`src/rtl/mux_arb_reg_if.sv`:
```
`default_nettype none
// ---------------------------------------------------------------------------
// mux_arb_reg_if : producer/consumer handshake bundle for mux_arb_reg.  Rev 1.0
// ---------------------------------------------------------------------------
interface mux_arb_reg_if #(
  parameter int WIDTH    = 32,
  parameter int CHANNELS = 4,
  parameter int SEL_W    = $clog2(CHANNELS)
);
  logic                      mode;
  logic [SEL_W-1:0]          sel;
  logic [CHANNELS-1:0]       in_valid;
  logic [CHANNELS*WIDTH-1:0] in_data;
  logic [CHANNELS-1:0]       in_ready;
  logic                      out_valid;
  logic [WIDTH-1:0]          out_data;
  logic [SEL_W-1:0]          out_sel;
  logic                      out_ready;

  modport slave (
    input  mode, sel, in_valid, in_data, out_ready,
    output in_ready, out_valid, out_data, out_sel
  );

  modport master (
    output mode, sel, in_valid, in_data, out_ready,
    input  in_ready, out_valid, out_data, out_sel
  );
endinterface
`default_nettype wire

```
`src/rtl/mux_arb_reg.sv`:
```
`default_nettype none
// ---------------------------------------------------------------------------
// mux_arb_reg : N:1 registered mux, direct-select or round-robin.  Rev 1.0
// ---------------------------------------------------------------------------
module mux_arb_reg #(
  parameter int WIDTH    = 32,
  parameter int CHANNELS = 4,
  parameter int SEL_W    = $clog2(CHANNELS)
) (
  input  wire logic    clk,
  input  wire logic    rst,
  mux_arb_reg_if.slave bus
);

  logic                out_valid_r;
  logic [WIDTH-1:0]    out_data_r;
  logic [SEL_W-1:0]    out_sel_r;
  logic [SEL_W-1:0]    last_r;

  logic                can_load_w;
  logic                grant_valid_w;
  logic [SEL_W-1:0]    grant_idx_w;
  logic [WIDTH-1:0]    grant_data_w;
  logic [CHANNELS-1:0] in_ready_w;
  logic                xfer_in_w;

  assign can_load_w = !out_valid_r || bus.out_ready;

  always_comb begin
    int rr_pos;
    grant_valid_w = 1'b0;
    grant_idx_w   = '0;
    rr_pos        = 0;
    if (!bus.mode) begin
      // An out-of-range SEL never matches any channel, so it yields no grant.
      for (int k = 0; k < CHANNELS; k++) begin
        if (bus.sel == SEL_W'(k) && bus.in_valid[SEL_W'(k)]) begin
          grant_valid_w = 1'b1;
          grant_idx_w   = SEL_W'(k);
        end
      end
    end else begin
      // Scan from farthest to nearest so the channel right after LAST wins.
      for (int i = CHANNELS; i >= 1; i--) begin
        rr_pos = int'(last_r) + i;
        if (rr_pos >= CHANNELS) rr_pos = rr_pos - CHANNELS;
        if (bus.in_valid[SEL_W'(rr_pos)]) begin
          grant_valid_w = 1'b1;
          grant_idx_w   = SEL_W'(rr_pos);
        end
      end
    end
  end

  always_comb begin
    grant_data_w = '0;
    for (int k = 0; k < CHANNELS; k++) begin
      if (grant_idx_w == SEL_W'(k)) grant_data_w = bus.in_data[k*WIDTH +: WIDTH];
    end
  end

  always_comb begin
    in_ready_w = '0;
    if (!rst && can_load_w && grant_valid_w) in_ready_w[grant_idx_w] = 1'b1;
  end

  assign xfer_in_w = can_load_w && grant_valid_w;

  always_ff @(posedge clk) begin
    if (rst) begin
      out_valid_r <= 1'b0;
      out_data_r  <= '0;
      out_sel_r   <= '0;
      last_r      <= SEL_W'(CHANNELS - 1);
    end else if (xfer_in_w) begin
      out_valid_r <= 1'b1;
      out_data_r  <= grant_data_w;
      out_sel_r   <= grant_idx_w;
      last_r      <= grant_idx_w;
    end else if (out_valid_r && bus.out_ready) begin
      out_valid_r <= 1'b0;
    end
  end

  assign bus.in_ready  = in_ready_w;
  assign bus.out_valid = out_valid_r;
  assign bus.out_data  = out_data_r;
  assign bus.out_sel   = out_sel_r;

endmodule
`default_nettype wire

```
`src/flat_wrapper.sv`:
```
// flat-port wrapper written by rule: the top's interface ports become plain ports
module mux_arb_reg_flat 
#(
  parameter int WIDTH    = 32,
  parameter int CHANNELS = 4,
  parameter int SEL_W    = $clog2(CHANNELS)
)
  (clk, rst, bus_mode, bus_sel, bus_in_valid, bus_in_data, bus_out_ready, bus_in_ready, bus_out_valid, bus_out_data, bus_out_sel);
  mux_arb_reg_if #(.WIDTH(WIDTH), .CHANNELS(CHANNELS), .SEL_W(SEL_W)) bus_i ();
  input  wire logic clk;
  input  wire logic rst;
  input wire logic [$bits(bus_i.mode)-1:0] bus_mode;
  input wire logic [$bits(bus_i.sel)-1:0] bus_sel;
  input wire logic [$bits(bus_i.in_valid)-1:0] bus_in_valid;
  input wire logic [$bits(bus_i.in_data)-1:0] bus_in_data;
  input wire logic [$bits(bus_i.out_ready)-1:0] bus_out_ready;
  output wire logic [$bits(bus_i.in_ready)-1:0] bus_in_ready;
  output wire logic [$bits(bus_i.out_valid)-1:0] bus_out_valid;
  output wire logic [$bits(bus_i.out_data)-1:0] bus_out_data;
  output wire logic [$bits(bus_i.out_sel)-1:0] bus_out_sel;
  assign bus_i.mode = bus_mode;
  assign bus_i.sel = bus_sel;
  assign bus_i.in_valid = bus_in_valid;
  assign bus_i.in_data = bus_in_data;
  assign bus_i.out_ready = bus_out_ready;
  assign bus_in_ready = bus_i.in_ready;
  assign bus_out_valid = bus_i.out_valid;
  assign bus_out_data = bus_i.out_data;
  assign bus_out_sel = bus_i.out_sel;
  mux_arb_reg #(.WIDTH(WIDTH), .CHANNELS(CHANNELS), .SEL_W(SEL_W)) u_core (.clk(clk), .rst(rst), .bus(bus_i));
endmodule
```
`config.mk`:
```
export PLATFORM = sky130hd
export DESIGN_NAME = mux_arb_reg_flat
export DESIGN_NICKNAME = d
export VERILOG_FILES = /design/src/rtl/mux_arb_reg_if.sv /design/src/rtl/mux_arb_reg.sv /design/src/flat_wrapper.sv
export SDC_FILE = /design/constraint.sdc
export NUM_CORES = 1
export LEC_CHECK = 0
export CORE_ASPECT_RATIO = 1.25
export CORE_UTILIZATION = 35
export DETAILED_ROUTE_END_ITERATION = 7
export PLACE_DENSITY = 0.81
export SETUP_SLACK_MARGIN = 0.2
export SLEW_MARGIN = 5
export SYNTH_ARGS = -nofsm -noshare
export SYNTH_HDL_FRONTEND = slang
export SYNTH_SLANG_ARGS = --single-unit
```
`constraint.sdc`:
```
create_clock -name clk -period 2.1 [get_ports clk]
set_input_delay 0.42 -clock clk [delete_from_list [all_inputs] [get_ports clk]]
set_output_delay 0.42 -clock clk [all_outputs]
set_load 0.1 [all_outputs]
```
==> flow_metrics.tcl, run 1 <==
set metrics [dict create \
    status "finished, violations left" \
    violations "setup timing" \
    drv_cap 0 \
    critPathRequiredTime_ns 1.68 \
    seq_area_frac_synth_pct 30.1 \
    postSynthAreaPerCell_um2 10.2 \
    startpoint_type "flip-flop" \
    stdcell_count 571 \
    end_kind "output port" \
    crit_type "reg -> out" \
    ctsHoldBuffers 0 \
    first_pass_iters 4 \
    slowest_delay_ns 0.38 \
    diodes 0 \
    p_leak_nw 2.51 \
    nets 622 \
    wl_per_cell_um 19.6 \
    cp_slowest_cell "dfxtp_4" \
    yosysWarnings 0 \
    worstPathArrival_ns 1.93 \
    syn2layout_area_growth_pct 140 \
    rsz0062_at_grt "true" \
    ys_seq_elements 37 \
    slew_viol_final 0 \
    synth_edf_count 0 \
    track_usage_pct 29.5 \
    grt_max_degree 17 \
    synth_nets 378 \
    ant_nets 0 \
    cts_inserted_buffers 5 \
    yosysUniqueCellTypes 38 \
    hold_slack_ns 0.477 \
    tritoncts "built" \
    start_util_pct 36.7 \
    async_flop_share_pct 0 \
    worstSkewPairLatency_ns 0.28 \
    crit_chain "buf_4, or2b_1, o221ai_2, a21oi_4, buf_12, nor3_4, buf_12" \
    netlist_area_um2 2460 \
    multiInputGateArea_um2 2160 \
    via_count 3103 \
    clkTransAtPathRegs_ns 0.07 \
    min_period_ns 2.35 \
    fmax_mhz 425 \
    drtIter0Drc 91 \
    hold_class "reg -> reg" \
    rows 33 \
    routabilityCongestion 0.793 \
    setup_viol 36 \
    fill_cells 331 \
    placed_cells 523 \
    crit_buf_inv 3 \
    grt_pass1_vias 3436 \
    die_y_um 95.7 \
    layout_setup_ws_ns -0.251 \
    wl_mm 11.2 \
    pin_count 177 \
    clock_sinks 37 \
    drive_gt1_share_pct 50.2 \
    hold_violations 0 \
    die-area_um2 7360 \
    cts-root-buf "clkbuf_8" \
    tightest_slew_ns 0.336 \
    p_per_area_nw_per_um2 627 \
    cts_max_path_buffers 2 \
    synth_cells 240 \
    antenna_found_initial 0 \
    regArea_um2 747 \
    synthFlopType "dfxtp_1" \
    overflow 0 \
    drc 0 \
    relSlewSlack_pct 77.3 \
    cp_max_fo 7 \
    dp_hpwl_mm 7.02 \
    die_w_um 76.9 \
    crit_family "buffers and inverters" \
    grt_pass1_wl_mm 16.8 \
    fin_crit_sh_pct 112 \
    vias_per_cell 5.43 \
    crit_path_frequent_cell "buf_12" \
    ir_drop_v 0.000568 \
    h-tree-depth 2 \
    port_buffers 176 \
    core_area_um2 6690 \
    final.setup_skew_ns 0.00569 \
    total_power_w 0.00370 \
]
worst reg2reg max path: stages (launching register included):
cell       delay, ns
dfxtp_4         0.38
buf_4           0.16
or2b_1          0.25
o221ai_2        0.23
a21oi_4         0.07
buf_12          0.14
buf_4           0.14
buf_8           0.13
bufbuf_16       0.28
mux2i_2         0.21
o221ai_2        0.11
power breakdown:
part           switching, W  total (W)  internal (W)
Clock              0.000249   0.000509      0.000261
Combinational       0.00129    0.00228      0.000994
Sequential         0.000104   0.000906      0.000802
Total               0.00164    0.00370       0.00206
through the flow:
stage	worst slack (ns)	setup TNS (ns)	instance area [µm²]	util, %
final	-0.251	-3.61	5890	88.1
after global routing	-0.295	-5.27	5890	88.1
after CTS	-0.193	-0.757	5670	84.7
after detailed placement	-0.684	-21.01	4640	69.4
after global placement	-0.612	-18.41	4640	69.4
after floorplan	-0.589	-1.75	2530	-
synth_stat cells (all sizes together), types with 2 or more instances:
cell type / count / area, µm²
and3: 2 / 12.5
o21ai: 8 / 62.6
inv: 2 / 7.51
nor3b: 2 / 20.0
nor2b: 3 / 18.8
nor3: 3 / 15.0
a21oi: 3 / 15.0
and3b: 2 / 17.5
nand2b: 2 / 12.5
mux2i: 65 / 651
clkbuf: 4 / 15.0
nand2: 37 / 139
nor2: 7 / 26.3
dfxtp: 37 / 741
o221ai: 33 / 445
buf: 15 / 115
metal layers:
layer	GRT usage [%]	up-vias	wire (µm)
met5	0	-	0
met4	11.5	0	387
met3	5.84	38	654
met1	28.7	1486	3830
met2	60.3	161	6350
li1	-	1418	-
final cells by class:
class,count,area share (%)
clock buffers,7,1.46
inverters,2,0.127
multi-input cells,182,36.7
flip-flops and latches,37,12.7
well taps,87,1.85
repair buffers,256,47.2
cells in the final DEF, fill, tap and decap left out, types with 3 or more instances in the layout:
cell             count
bufbuf_16            4
mux2i_4              9
mux2i_2             15
nor2b_1              3
buf_6               17
buf_8                4
o21ai_1              3
buf_12              19
nand2_2              4
nor2_1               3
buf_16               5
buf_4               73
clkbuf_8             6
o221ai_2            33
o21ai_4              3
nand2_4             26
clkdlybuf4s50_1    130
mux2i_1             41
dfxtp_1             34
nand2_1              7
worst paths after layout:
check                              start                       to  slack, ns  cells past startpoint
setup / recovery        u_core.last_r[0]          bus_in_ready[1]      -0.25                      7
hold / removal    u_core.bus.out_data[8]   u_core.bus.out_data[8]       0.48                      2
setup reg to reg        u_core.last_r[0]  u_core.bus.out_data[17]      -0.11                     10
hold reg to reg   u_core.bus.out_data[8]   u_core.bus.out_data[8]       0.48                      2
registers in the layout, indices dropped and copies added, names as in the netlist:
name / cells
u_core.bus.out_data: 32
u_core.bus.out_sel: 2
u_core.last_r: 2
u_core.bus.out_valid: 1
kinds of logic (layout without fill, tap and decap cells):
kind of cell,count (synthesis),after routing,synth area share [%]
compound gates,53,53,25.1
simple gates,64,64,12.7
mux,65,65,26.5
flops,37,37,30.1
buf+inv,21,265,5.60
repair_timing:
item / in CTS / in global routing
gates resized for setup: 130 / 41
endpoints found under the setup margin: 40 / 38
cloned: 9 / 0
pin swaps: 43 / 11
buffers inserted: 29 / 3
Power figures use the tool's default switching activity.
==> inputs of run 2 (changes only) <==
--- a/config.mk
+++ b/config.mk
@@ -7,4 +7,5 @@
 export LEC_CHECK = 0
 export CORE_ASPECT_RATIO = 1.25
+export CORE_MARGIN = 1.5
 export CORE_UTILIZATION = 35
 export DETAILED_ROUTE_END_ITERATION = 7
==> constraint.sdc (replaced) <==
create_clock -name clk -period 2.1 [get_ports clk]
set_input_delay 0.63 -clock clk [delete_from_list [all_inputs] [get_ports clk]]
set_output_delay 0.63 -clock clk [all_outputs]
set_load 0.1 [all_outputs]
==> run 2 against run 1 <==
  * The flow still finishes with violations (setup timing)
  * Total power increased by 13%
  * Cell count down 3.2%
  * Clock-buffer cell count is the same
  * Sequential share of layout area is 0.69 points lower
  * Flip-flop and latch count unchanged
  * Largest power group unchanged
==> flow_metrics.tcl, run 2 (synthesis gave the netlist of run 1 again) <==
set metrics [dict create \
    crit_type "in -> out" \
    fin_crit_sh_pct 134 \
    antenna_found_initial 1 \
    die-area_um2 7540 \
    tritoncts "built" \
    violations "setup timing" \
    grt_pass1_wl_mm 19.1 \
    slowest_delay_ns 0.33 \
    dp_hpwl_mm 7.07 \
    slew_viol_final 0 \
    total_power_w 0.00419 \
    end_kind "output port" \
    overflow 0 \
    relSlewSlack_pct 75.4 \
    final_util_pct 93.0 \
    wl_per_cell_um 28.6 \
    grt_pass1_vias 3504 \
    rows 33 \
    largest_register_ffs 32 \
    start_util_pct 36.7 \
    crit_chain "buf_6, buf_6, buf_4, o32ai_1, nand2b_1, and3_4, nand2_4, buf_4, nor3_4, buf_12" \
    critPathRequiredTime_ns 1.47 \
    startpoint_type "input port" \
    port_buffers 176 \
    via_count 3371 \
    mostFrequentLayoutCells "129 x clkdlybuf4s50_1, 52 x buf_12, 35 x nand2_1, 35 x dfxtp_1, 33 x mux2i_4" \
    ctsHoldBuffers 0 \
    crit_buf_inv 5 \
    drtIter0Drc 245 \
    p_leak_nw 2.26 \
    syn2layout_area_growth_pct 153 \
    tightest_slew_ns 0.365 \
    core_area_um2 6690 \
    pin_count 177 \
    final.setup_skew_ns 0.00331 \
    routabilityCongestion 0.776 \
    ir_drop_v 0.000584 \
    cp_max_fo 5 \
    drv_cap 0 \
    cts_max_path_buffers 2 \
    drive_gt1_share_pct 47.7 \
    drc 0 \
    layout_setup_ws_ns -0.712 \
    rsz0062_at_grt "true" \
    status "finished, violations left" \
    track_usage_pct 32.8 \
    p_per_area_nw_per_um2 673 \
    first_pass_iters 5 \
    cp_slowest_cell "o32ai_1" \
    setup_viol 40 \
    hold_class "reg -> reg" \
    clkTransAtPathRegs_ns 0.08 \
    vias_per_cell 6.10 \
    pre_cts_ws_ns -1.08 \
    h-tree-depth 2 \
    hold_slack_ns 0.553 \
    cts_inserted_buffers 5 \
    final_common_cell "clkdlybuf4s50_1" \
    wl_mm 15.8 \
    min_period_ns 2.81 \
    nets 602 \
    ant_nets 0 \
    grt_max_degree 19 \
    cts-root-buf "clkbuf_8" \
    worstPathArrival_ns 2.18 \
    fmax_mhz 356 \
    worstSkewPairLatency_ns 0.29 \
    fin_tns_setup_ns -14.15 \
    die_y_um 96.7 \
    die_w_um 77.9 \
    clock_sinks 37 \
    crit_family "buffers and inverters" \
    hold_violations 0 \
]
-- run 2: cell count changes in the layout (fill, tap and decap cells not counted), moves of 6 or more --
cell     change
buf_6        -6
mux2i_4     +24
buf_4       -44
nand2_4     -24
mux2i_1     -23
buf_12      +33
nand2_1     +28
-- run 2: area by class of cell --
type	instances	area [µm²]
Multi-Input combinational cell	182	2280
Tap cell	87	109
Sequential cell	37	746
Antenna cell	1	2.50
Timing Repair Buffer	236	2980
Clock inverter	1	5.00
Clock buffer	7	96.3
Fill cell	187	467
Inverter	2	7.51
-- run 2: worst paths after layout --
path                      startpoint                      end  slack [ns]  cells past startpoint
max                  bus_in_valid[2]          bus_in_ready[1]       -0.71                     10
min          u_core.bus.out_data[15]  u_core.bus.out_data[15]        0.55                      2
max reg2reg         u_core.last_r[1]  u_core.bus.out_data[29]       -0.39                     12
min reg2reg  u_core.bus.out_data[15]  u_core.bus.out_data[15]        0.55                      2
-- run 2: metal layers --
metal / part of all wire, % / GRT usage [%] / vias to the layer above
met2: 52 / 62.0 / 274
li1: - / - / 1394
met1: 32 / 33.5 / 1611
met5: 0 / 0 / -
met3: 8.4 / 8.21 / 92
met4: 7.8 / 13.5 / 0
-- run 2: worst register-to-register path, stage by stage (launching register included) --
cell and delay [ns]:
dfxtp_1 0.39, inv_1 0.20, o21ai_0 0.20, a21oi_4 0.21, buf_6 0.15, buf_4 0.11
buf_6 0.08, buf_6 0.11, buf_12 0.15, buf_12 0.15, buf_16 0.14, mux2i_1 0.28
o221ai_1 0.18
-- run 2: per-stage QoR --
| step | cell area (µm²) | instances |
|---|---|---|
| floorplan | 2530 | 240 |
| finish | 6220 | 553 |
| global placement | 4980 | 514 |
| global route | 6220 | 553 |
| detailed placement | 4980 | 514 |
| CTS | 5870 | 551 |
-- run 2: what timing repair did --
action / CTS / global route
endpoints found under the setup margin: 40 / 40
cloned: 9 / 0
hold endpoints to repair: 0 / 0
buffers inserted: 20 / 1
gates resized for setup: 121 / 57
pin swaps: 34 / 13
-- run 2: power by group --
group	internal [W]	switching, W
Clock	0.000297	0.000273
Combinational	0.00126	0.00143
Sequential	0.000801	0.000135
==> inputs of run 3 (changes only) <==
- CAP_MARGIN: not set -> 20
- CORE_MARGIN: 1.5 -> 2
==> run 3 against run 2 <==
  * The flow still finishes with violations (setup timing)
  * Critical path depth shrank 2
  * Clock skew grew 0.0023 ns
  * Sequential share of layout area grew 1.4 points
  * Critical endpoint is now bus_in_ready[0]
  * Largest cell class unchanged
==> flow_metrics.tcl, run 3 (synthesis gave the netlist of run 1 again) <==
set metrics [dict create \
    layout_setup_ws_ns -0.639 \
    fill_cells 434 \
    grt_max_degree 28 \
    violations "setup timing" \
    nets 598 \
    die-area_um2 7710 \
    mostFrequentLayoutCells "130 x clkdlybuf4s50_1, 60 x mux2i_1, 48 x buf_12" \
    tightest_slew_ns 0.361 \
    drive_gt1_share_pct 37.1 \
    status "finished, violations left" \
    switching_share_pct 42.7 \
    power_frac_comb_pct 60.1 \
    core_area_um2 6890 \
    setup_viol 36 \
    syn2layout_area_growth_pct 125 \
    ir_drop_v 0.000523 \
    rsz0062_at_grt "true" \
    end_kind "output port" \
    crit_path_frequent_cell "buf_6" \
    total_power_w 0.00367 \
    ant_nets 0 \
    fin_crit_sh_pct 130 \
    p_per_area_nw_per_um2 662 \
    die_w_um 78.9 \
    clock_sinks 37 \
    crit_type "in -> out" \
    cts_inserted_buffers 5 \
    relSlewSlack_pct 75.6 \
    dp_hpwl_mm 7.04 \
    start_util_pct 35.7 \
    rows 34 \
    wl_per_cell_um 18.3 \
    rrSetupSlack_ns -0.29 \
    worstSkewPairLatency_ns 0.28 \
    via_count 2879 \
    clkTransAtPathRegs_ns 0.08 \
    port_buffers 176 \
    pin_count 177 \
    crit_chain "buf_8, buf_6, and3b_1, o21ai_4, a311oi_4, buf_6, nor4_4, buf_12" \
    regArea_um2 743 \
    die_y_um 97.7 \
    tritoncts "built" \
    worstPathArrival_ns 2.11 \
    first_pass_iters 4 \
    wl_mm 10.1 \
    largest_register_ffs 32 \
    hold_violations 0 \
    h-tree-depth 2 \
    vias_per_cell 5.23 \
    final_common_cell "clkdlybuf4s50_1" \
    critPathRequiredTime_ns 1.47 \
    stdcell_count 551 \
    drtIter0Drc 88 \
    grt_pass1_wl_mm 15.0 \
    switching_power_w 0.00157 \
    ctsHoldBuffers 0 \
    fin_tns_setup_ns -12.26 \
    slowest_delay_ns 0.32 \
    pwr-share-clk_pct 14.9 \
    antenna_found_initial 0 \
    startpoint_type "input port" \
    pwr-share-seq_pct 25.0 \
    multiInputGateArea_um2 1810 \
    cts_max_path_buffers 2 \
    hold_class "reg -> reg" \
    p_leak_nw 2.13 \
    slew_viol_final 0 \
    p_int_w 0.00210 \
    drc 0 \
    routabilityCongestion 0.762 \
    cp_slowest_cell "nor4_4" \
    cp_max_fo 3 \
    fmax_mhz 365 \
    grt_pass1_vias 3124 \
    min_period_ns 2.74 \
    overflow 0 \
    track_usage_pct 24.8 \
    cts-root-buf "clkbuf_8" \
    drv_cap 0 \
    placed_cells 523 \
    diodes 0 \
    final.setup_skew_ns 0.00557 \
]
## run 3: cell count changes in the layout (fill, tap and decap cells not counted), moves of 2 or more
cell	previous run	this run
o221ai_1	4	6
o21ai_1	2	4
buf_4	29	33
buf_6	11	13
o221ai_2	29	27
mux2i_1	18	60
buf_2	2	4
mux2i_2	14	5
buf_12	52	48
buf_16	9	1
mux2i_4	33	0
## run 3: path summary, 6_finish.rpt
kind                           from  cells after the start                       to
min          u_core.bus.out_data[1]                      2   u_core.bus.out_data[1]
max reg2reg        u_core.last_r[0]                     11  u_core.bus.out_data[27]
min reg2reg  u_core.bus.out_data[1]                      2   u_core.bus.out_data[1]
max                 bus_in_valid[2]                      8          bus_in_ready[0]
## run 3: repair_timing
item | in CTS | in global routing
setup endpoints to repair | 40 | 40
resized for setup | 65 | 12
pin swaps | 17 | 6
cloned | 2 | 0
buffers inserted | 16 | 2
## run 3: cell type report
type,count,share of cell area [%]
clock inverter,1,0.0904
inverter,2,0.136
multi-input combinational,182,32.7
sequential,37,13.4
timing repair buffer,232,49.8
clock buffer,7,1.74
tap,90,2.03
## run 3: metrics by stage
step                      area, µm²  setup WS (ns)  hold WS [ns]  utilization (%)
after floorplan                2530          -1.01         0.544                -
after global routing           5540         -0.694         0.565             80.4
after CTS                      5460         -0.597         0.538             79.2
final                          5540         -0.639         0.532             80.4
after global placement         5030          -1.03         0.506             73.0
after detailed placement       5030          -1.19         0.513             73.0
## run 3: power groups by stage
| stage | registers, W | logic [W] | clock network (W) |
|---|---|---|---|
| floorplan | 0.00153 | 0.000529 | 0 |
| global placement | 0.000921 | 0.00201 | 0 |
| detailed placement | 0.000926 | 0.00203 | 0 |
| CTS | 0.000913 | 0.00216 | 0.000558 |
| global route | 0.000930 | 0.00228 | 0.000595 |
| finish | 0.000917 | 0.00220 | 0.000547 |
## run 3: metal layers
metal  vias to the layer above  track usage, %  share of wire [%]
met4                         0            8.49                2.7
li1                       1366               -                  -
met5                         -               0                  0
met2                       118            46.7                 56
met1                      1373            26.6                 36
met3                        22            5.48                5.2
## run 3: critical path: cells and delay by family
kind	cells	cell delay, ns
buffers and inverters	4	0.55
AOI/OAI and AO/OA	2	0.37
and+or+nand+nor	2	0.55
